### src/rtl/soc_defs.sv
// Shared definitions for the SoC program-load path.
//   - ld_state_e : loader FSM states (IDLE, LEN0, LEN1, DATA, CSUM, DONE, ERR)
//   - rx_state_e : UART receiver bit-timing states
//   - SYNC_BYTE  : first byte of every download frame
//   - clks_per_bit() : clocks per UART bit (integer division)
package soc_defs;

  localparam logic [7:0] SYNC_BYTE = 8'hA5;

  typedef enum logic [2:0] {
    LD_IDLE,
    LD_LEN0,
    LD_LEN1,
    LD_DATA,
    LD_CSUM,
    LD_DONE,
    LD_ERR
  } ld_state_e;

  typedef enum logic [1:0] {
    RX_IDLE,
    RX_START,
    RX_DATA,
    RX_STOP
  } rx_state_e;

  function automatic int clks_per_bit(input int clk_freq, input int baud);
    return clk_freq / baud;
  endfunction

endpackage

### src/rtl/uart_rx.sv
// UART receiver: 2-flop input synchronizer plus 8N1 bit-timing FSM.
// Ports:
//   clk, rst_n    : clock, asynchronous active-low reset
//   rx_i          : asynchronous serial input, idle high
//   byte_o        : last received byte (stable while byte_valid_o is high)
//   byte_valid_o  : 1-cycle pulse, byte received with a good stop bit
//   frame_err_o   : 1-cycle pulse, stop bit sampled low (byte discarded)
// Handshake: byte_valid_o/frame_err_o are single-cycle strobes with no
// back-pressure; the consumer must accept the byte in the pulse cycle.
module uart_rx
  import soc_defs::*;
#(
  parameter int CLKS_PER_BIT = 434
) (
  input  logic       clk,
  input  logic       rst_n,
  input  logic       rx_i,
  output logic [7:0] byte_o,
  output logic       byte_valid_o,
  output logic       frame_err_o
);

  localparam int CNT_W = $clog2(CLKS_PER_BIT + 1);
  localparam logic [CNT_W-1:0] HALF_LAST = CNT_W'(CLKS_PER_BIT / 2 - 1);
  localparam logic [CNT_W-1:0] BIT_LAST  = CNT_W'(CLKS_PER_BIT - 1);

  logic             rx_s1, rx_s2, rx_prev;
  rx_state_e        state_q, state_d;
  logic [CNT_W-1:0] cnt_q, cnt_d;
  logic [2:0]       bit_q, bit_d;
  logic [7:0]       shift_q, shift_d;
  logic             valid_d, ferr_d;

  assign byte_o = shift_q;

  always_ff @(posedge clk or negedge rst_n) begin
    if (!rst_n) begin
      rx_s1        <= 1'b1;
      rx_s2        <= 1'b1;
      rx_prev      <= 1'b1;
      state_q      <= RX_IDLE;
      cnt_q        <= '0;
      bit_q        <= '0;
      shift_q      <= '0;
      byte_valid_o <= 1'b0;
      frame_err_o  <= 1'b0;
    end else begin
      rx_s1        <= rx_i;
      rx_s2        <= rx_s1;
      rx_prev      <= rx_s2;
      state_q      <= state_d;
      cnt_q        <= cnt_d;
      bit_q        <= bit_d;
      shift_q      <= shift_d;
      byte_valid_o <= valid_d;
      frame_err_o  <= ferr_d;
    end
  end

  always_comb begin
    state_d = state_q;
    cnt_d   = cnt_q + 1'b1;
    bit_d   = bit_q;
    shift_d = shift_q;
    valid_d = 1'b0;
    ferr_d  = 1'b0;
    case (state_q)
      RX_IDLE: begin
        cnt_d = '0;
        if (rx_prev && !rx_s2) state_d = RX_START;
      end
      RX_START: begin
        // Mid-bit re-check rejects glitches shorter than half a bit.
        if (cnt_q == HALF_LAST) begin
          cnt_d = '0;
          bit_d = '0;
          state_d = rx_s2 ? RX_IDLE : RX_DATA;
        end
      end
      RX_DATA: begin
        if (cnt_q == BIT_LAST) begin
          cnt_d   = '0;
          shift_d = {rx_s2, shift_q[7:1]};
          bit_d   = bit_q + 3'd1;
          if (bit_q == 3'd7) state_d = RX_STOP;
        end
      end
      RX_STOP: begin
        if (cnt_q == BIT_LAST) begin
          cnt_d   = '0;
          state_d = RX_IDLE;
          if (rx_s2) valid_d = 1'b1;
          else       ferr_d  = 1'b1;
        end
      end
      default: state_d = RX_IDLE;
    endcase
  end

endmodule

### src/rtl/uart_rom_loader.sv
// UART program loader in front of the instruction ROM.
// Receives frame: A5, LEN_L, LEN_H (N words), 4N data bytes (little-endian
// words), CSUM (mod-256 sum of data bytes). Writes each word to the ROM and
// holds the core in reset until a frame completes with a good checksum.
// Ports:
//   clk, rst_n    : clock, asynchronous active-low reset
//   uart_rx_i     : serial input, idle high
//   rom_we_o      : 1-cycle ROM write strobe per word
//   rom_waddr_o   : ROM word address (held between strobes)
//   rom_wdata_o   : ROM write data (held between strobes)
//   core_rst_n_o  : active-low core reset, high only in IDLE and DONE
//   load_busy_o   : frame in progress (LEN0..CSUM)
//   load_done_o   : last frame loaded with good checksum
//   load_err_o    : last frame failed
// All outputs are registered and derived from the next loader state.
module uart_rom_loader
  import soc_defs::*;
#(
  parameter int CLK_FREQ    = 50000000,
  parameter int BAUD        = 115200,
  parameter int ADDR_W      = 12,
  parameter int TIMEOUT_CYC = 1000000
) (
  input  logic              clk,
  input  logic              rst_n,
  input  logic              uart_rx_i,
  output logic              rom_we_o,
  output logic [ADDR_W-1:0] rom_waddr_o,
  output logic [31:0]       rom_wdata_o,
  output logic              core_rst_n_o,
  output logic              load_busy_o,
  output logic              load_done_o,
  output logic              load_err_o
);

  localparam int CPB   = clks_per_bit(CLK_FREQ, BAUD);
  localparam int TMR_W = $clog2(TIMEOUT_CYC + 1);
  localparam logic [TMR_W-1:0] TMR_LAST = TMR_W'(TIMEOUT_CYC - 1);
  // Word count is 16 bits; ADDR_W is assumed to be at most 16.
  localparam logic [16:0] CAPACITY = 17'(1) << ADDR_W;

  logic [7:0]  rx_byte;
  logic        rx_valid, rx_ferr;

  ld_state_e   state_q, state_d;
  logic [15:0] len_q;
  logic [15:0] word_idx_q;
  logic [1:0]  byte_idx_q;
  logic [7:0]  csum_q;
  logic [23:0] wbuf_q;       // lanes 0..2; lane 3 arrives with the write
  logic [TMR_W-1:0] tmr_q;

  logic        busy_now, timeout, last_word;
  logic [16:0] len_next;

  uart_rx #(
    .CLKS_PER_BIT(CPB)
  ) u_rx (
    .clk         (clk),
    .rst_n       (rst_n),
    .rx_i        (uart_rx_i),
    .byte_o      (rx_byte),
    .byte_valid_o(rx_valid),
    .frame_err_o (rx_ferr)
  );

  assign busy_now  = state_q inside {LD_LEN0, LD_LEN1, LD_DATA, LD_CSUM};
  assign timeout   = busy_now && (tmr_q == TMR_LAST);
  assign last_word = (word_idx_q == len_q - 16'd1);
  assign len_next  = {1'b0, rx_byte, len_q[7:0]};

  always_ff @(posedge clk or negedge rst_n) begin
    if (!rst_n) state_q <= LD_IDLE;
    else        state_q <= state_d;
  end

  always_comb begin
    state_d = state_q;
    case (state_q)
      LD_IDLE, LD_DONE, LD_ERR: begin
        if (rx_valid && rx_byte == SYNC_BYTE) state_d = LD_LEN0;
      end
      LD_LEN0: if (rx_valid) state_d = LD_LEN1;
      LD_LEN1: begin
        if (rx_valid) begin
          if (len_next == 17'd0)         state_d = LD_CSUM;
          else if (len_next > CAPACITY)  state_d = LD_ERR;
          else                           state_d = LD_DATA;
        end
      end
      LD_DATA: begin
        if (rx_valid && byte_idx_q == 2'd3 && last_word) state_d = LD_CSUM;
      end
      LD_CSUM: begin
        if (rx_valid) state_d = (rx_byte == csum_q) ? LD_DONE : LD_ERR;
      end
      default: state_d = LD_IDLE;
    endcase
    // A received byte takes priority over a same-cycle timeout.
    if (busy_now && !rx_valid && (rx_ferr || timeout)) state_d = LD_ERR;
  end

  always_ff @(posedge clk or negedge rst_n) begin
    if (!rst_n) begin
      len_q        <= '0;
      word_idx_q   <= '0;
      byte_idx_q   <= '0;
      csum_q       <= '0;
      wbuf_q       <= '0;
      tmr_q        <= '0;
      rom_we_o     <= 1'b0;
      rom_waddr_o  <= '0;
      rom_wdata_o  <= '0;
      core_rst_n_o <= 1'b0;
      load_busy_o  <= 1'b0;
      load_done_o  <= 1'b0;
      load_err_o   <= 1'b0;
    end else begin
      rom_we_o <= 1'b0;

      if (!busy_now || rx_valid) tmr_q <= '0;
      else                       tmr_q <= tmr_q + 1'b1;

      if (rx_valid) begin
        case (state_q)
          LD_IDLE, LD_DONE, LD_ERR: begin
            if (rx_byte == SYNC_BYTE) begin
              word_idx_q <= '0;
              byte_idx_q <= '0;
              csum_q     <= '0;
            end
          end
          LD_LEN0: len_q[7:0]  <= rx_byte;
          LD_LEN1: len_q[15:8] <= rx_byte;
          LD_DATA: begin
            csum_q     <= csum_q + rx_byte;
            byte_idx_q <= byte_idx_q + 2'd1;
            case (byte_idx_q)
              2'd0: wbuf_q[7:0]   <= rx_byte;
              2'd1: wbuf_q[15:8]  <= rx_byte;
              2'd2: wbuf_q[23:16] <= rx_byte;
              default: begin
                rom_we_o    <= 1'b1;
                rom_waddr_o <= word_idx_q[ADDR_W-1:0];
                rom_wdata_o <= {rx_byte, wbuf_q};
                word_idx_q  <= word_idx_q + 16'd1;
              end
            endcase
          end
          default: ;
        endcase
      end

      core_rst_n_o <= state_d inside {LD_IDLE, LD_DONE};
      load_busy_o  <= state_d inside {LD_LEN0, LD_LEN1, LD_DATA, LD_CSUM};
      load_done_o  <= (state_d == LD_DONE);
      load_err_o   <= (state_d == LD_ERR);
    end
  end

endmodule

### config.mk
export PLATFORM = sky130hd
export DESIGN_NAME = uart_rom_loader
export DESIGN_NICKNAME = d
export VERILOG_FILES = /design/src/rtl/soc_defs.sv /design/src/rtl/uart_rx.sv /design/src/rtl/uart_rom_loader.sv
export SDC_FILE = /design/constraint.sdc
export NUM_CORES = 1
export LEC_CHECK = 0
export ABC_AREA = 1
export CAP_MARGIN = 20
export CORE_MARGIN = 4
export CORE_UTILIZATION = 55
export CTS_BUF_LIST = sky130_fd_sc_hd__clkbuf_8
export DETAILED_ROUTE_END_ITERATION = 6
export MAX_ROUTING_LAYER = met4
export PLACE_DENSITY = 0.81
export SETUP_SLACK_MARGIN = 0.15
export SYNTH_ARGS = -nofsm -noshare
export SYNTH_HDL_FRONTEND = slang
export SYNTH_SLANG_ARGS = --single-unit
export TNS_END_PERCENT = 50
### constraint.sdc
create_clock -name clk -period 2 [get_ports clk]
set_input_delay 0.5 -clock clk [delete_from_list [all_inputs] [get_ports clk]]
set_output_delay 0.5 -clock clk [all_outputs]
set_load 0.02 [all_outputs]
==> reports/qor.yml <==
drive_above_1_share_pct: 21.40
async_reset_ff_share_pct: 100.0
p_comb_share_pct: 7.1
hold_start: "u_rx.rx_s1"
core-area_sq_um: 14480
drtAntennaViolNets: 0
rsz0062_at_grt: "yes"
syn_avg_cell_area_sq_um: 8.365
synth_area_leader_cell: "dfrtp_1"
via_per_inst: 5.473
syn_area_sq_um: 8080
dp_hpwl_mm: 12.72
dpl_cell_area_sq_um: 9071
initialDrtViolationCount: 599
worstSetupPathType: "reg -> reg"
synth.distinct_cells: 52
io_buffers: 51
setup_slack_ps: -76.65
reg2reg_slack_ps: -80
setup_viol: 6
clkPwrFrac_pct: 38.1
synth_most_common_cell: "nand2_1"
area_growth_pct: 24.71
synthTopCellsByCount: "nand2_1, dfrtp_1, inv_1, nor2_1, o21ai_0"
syn-num-nets: 990
die_h_um: 129.2
start_kind: "flip-flop"
n_fill_cell: 1086
finalClockSkew_ps: 11.61
outcome: "finished, violations left"
hold_depth: 0
fin_nets: 1101
crit_required_ps: 2380
die_x_um: 129.2
drcViolationCount: 7
placementRows: 44
insertion_delay_ps: 450
hp-class: "reg -> reg"
firstDrtPassIters: 7
switching_share_pct: 26.25
cts_buffer_depth: 2
root_buffer: "clkbuf_8"
drv_slew: 0
maxCapViolCount: 0
worstReg2RegStart: "len_q[1]"
cts_tree: "yes"
violations: "DRC, setup timing"
synth_top_area_share_pct: 50.17
dieArea_sq_um: 16690
cts_made_buffers: 17
grt_pass1_vias: 6498
io_pins: 52
grt_first_pass_wirelength_mm: 31.05
reg2reg_depth: 16
p_int_w: 0.004603
max_slew_margin_pct: 65.01
grt_max_degree: 60
gp_congestion: 0.9576
yosys_register_bits: 165
finalInstanceArea_sq_um: 10080
worst_pin_slew_ps: 524.9
multi_input_area_sq_um: 3851
start_util_pct: 55.81
antenna_found_initial: 0
yosysWarnings: 0
cts_htree_levels: 4
synth_edf_count: 0
fin_crit_ps: 2077
netlist_instances: 966
worstHoldEndpoint: "u_rx.rx_s2"
synth_flop_cell: "dfrtp_1"
end_kind: "flip-flop"
overflow: 0
seq_area_sq_um: 4143
seq_area_frac_synth_pct: 51.15
hold_viol_final: 0
ir_worst_vdd_mv: 0.5183
n_antenna_cell: 0
synthTopCellsByArea: "dfrtp_1, nand2_1, o21ai_0"
net-switching-power_w: 0.001638
worstPathArrival_ps: 2450
setup_tns_ps: -233.4
num_vias: 6967
post-route-period-util_pct: 103.8
wirelength_mm: 19.33
path_clk_slew_ps: 90
cts_num_sinks: 165
wl_per_cell_um: 15.18
grt_usage_pct: 23.82
r2r-end: "load_busy_o"
crit_fanout: 4
power_density_nw_per_um2: 619.4
pwr-share-seq_pct: 54.7
leakage_nw: 4.924
max_freq_ghz: 0.4815
[critical path, stage by stage, from the launching register on]
cell and delay [ps]:
dfrtp_1 390, inv_2 60, buf_4 140, nand3_4 110, inv_4 60, buf_4 130
nand2_1 60, nand2_1 70, nor2_2 140, nand2_1 70, nor2_1 90, nand3_1 120
o21bai_2 170, nand4_1 160, nand2_1 110, inv_2 40, nor2_2 100
[per-layer routing]
metal	global-route usage [%]	vias to the layer above	wire [um]
li1	-	3354	-
met1	31.23	3304	8143
met2	37.23	252	9398
met3	4.081	57	1261
met4	9.389	0	521
met5	-	-	0
[cell type report]
type	count	area share, %
sequential	165	41.11
multi-input combinational	674	38.22
timing repair buffer	116	10.33
inverter	103	4.221
clock buffer	18	2.458
tap	184	2.285
clock inverter	13	1.378
[placed cells by master (no fill, tap or decap), drive strengths merged, types with 3 or more instances in the layout]
cell,count
o21ai,93
nand2,291
a21oi,21
clkbuf,18
o31ai,8
xnor2,9
nand4,15
nor2,96
nor3,24
o21bai,3
nand3,38
clkinvlp,3
inv,109
ha,20
o21a,3
dlygate4sd2,47
dfstp,3
nor3b,8
dfrtp,162
nor4,15
xor2,15
buf,65
[what timing repair did]
| item | in CTS | in global routing |
|---|---|---|
| pin swaps | 21 | 42 |
| endpoints found under the hold margin | 37 | 0 |
| buffers inserted | 7 | 15 |
| hold buffers | 1 | 0 |
| gates resized for setup | 79 | 107 |
| endpoints found under the setup margin | 103 | 109 |
| gates cloned | 0 | 0 |
[stage by stage]
stage / utilization, % / instances / total power [W] / hold WS, ps / worst slack, ps
after floorplan: - / 966 / 0.003661 / 204.4 / 136.7
after global placement: 62.65 / 1219 / 0.003811 / 346.3 / -32.89
after detailed placement: 62.65 / 1219 / 0.003834 / 355.6 / -38.24
after CTS: 66.15 / 1258 / 0.006192 / 368.0 / -42.60
after global routing: 69.60 / 1273 / 0.006496 / 372.2 / -231.4
final: 69.60 / 1273 / 0.006241 / 367.9 / -76.65
[power groups by stage]
| stage | logic [W] | registers [W] | clock network [W] |
|---|---|---|---|
| finish | 0.000445 | 0.00342 | 0.00238 |
| global route | 0.000506 | 0.00342 | 0.00257 |
| CTS | 0.000356 | 0.00341 | 0.00242 |
| detailed placement | 0.000356 | 0.00348 | 0 |
| global placement | 0.000333 | 0.00348 | 0 |
| floorplan | 0.000189 | 0.00347 | 0 |
[state kept, by name (all words and copies together) (netlist names), 8 cells and up, named ones only]
signal and cells:
rom_wdata_o 32, u_rx.cnt_q 9, wbuf_q 24, tmr_q 20, len_q 16, u_rx.byte_o 8
rom_waddr_o 12, csum_q 8, word_idx_q 16
[how the worst max path moves through the flow]
stage	start	end	slack, ps	cells past startpoint
2_1_floorplan	len_q[0]	load_busy_o	140	13
3_3_place_gp	u_rx.byte_o[2]	csum_q[7]	-30	12
3_5_place_dp	len_q[1]	core_rst_n_o	-40	12
4_1_cts	u_rx.byte_o[1]	csum_q[6]	-40	13
5_1_grt	len_q[1]	load_busy_o	-230	16
6_report	len_q[1]	load_busy_o	-80	16
[kinds of logic (layout without fill, tap and decap cells)]
| family | count (synthesis) | in the layout | share of synthesized area [%] |
|---|---|---|---|
| simple gates | 492 | 492 | 27.08 |
| compound gates | 137 | 137 | 9.663 |
| xor+xnor | 24 | 24 | 2.602 |
| fa+ha+maj | 21 | 21 | 3.345 |
| flops | 165 | 165 | 51.15 |
| buf+inv | 127 | 250 | 6.163 |
Note: power is estimated with default switching activity, not from simulation.
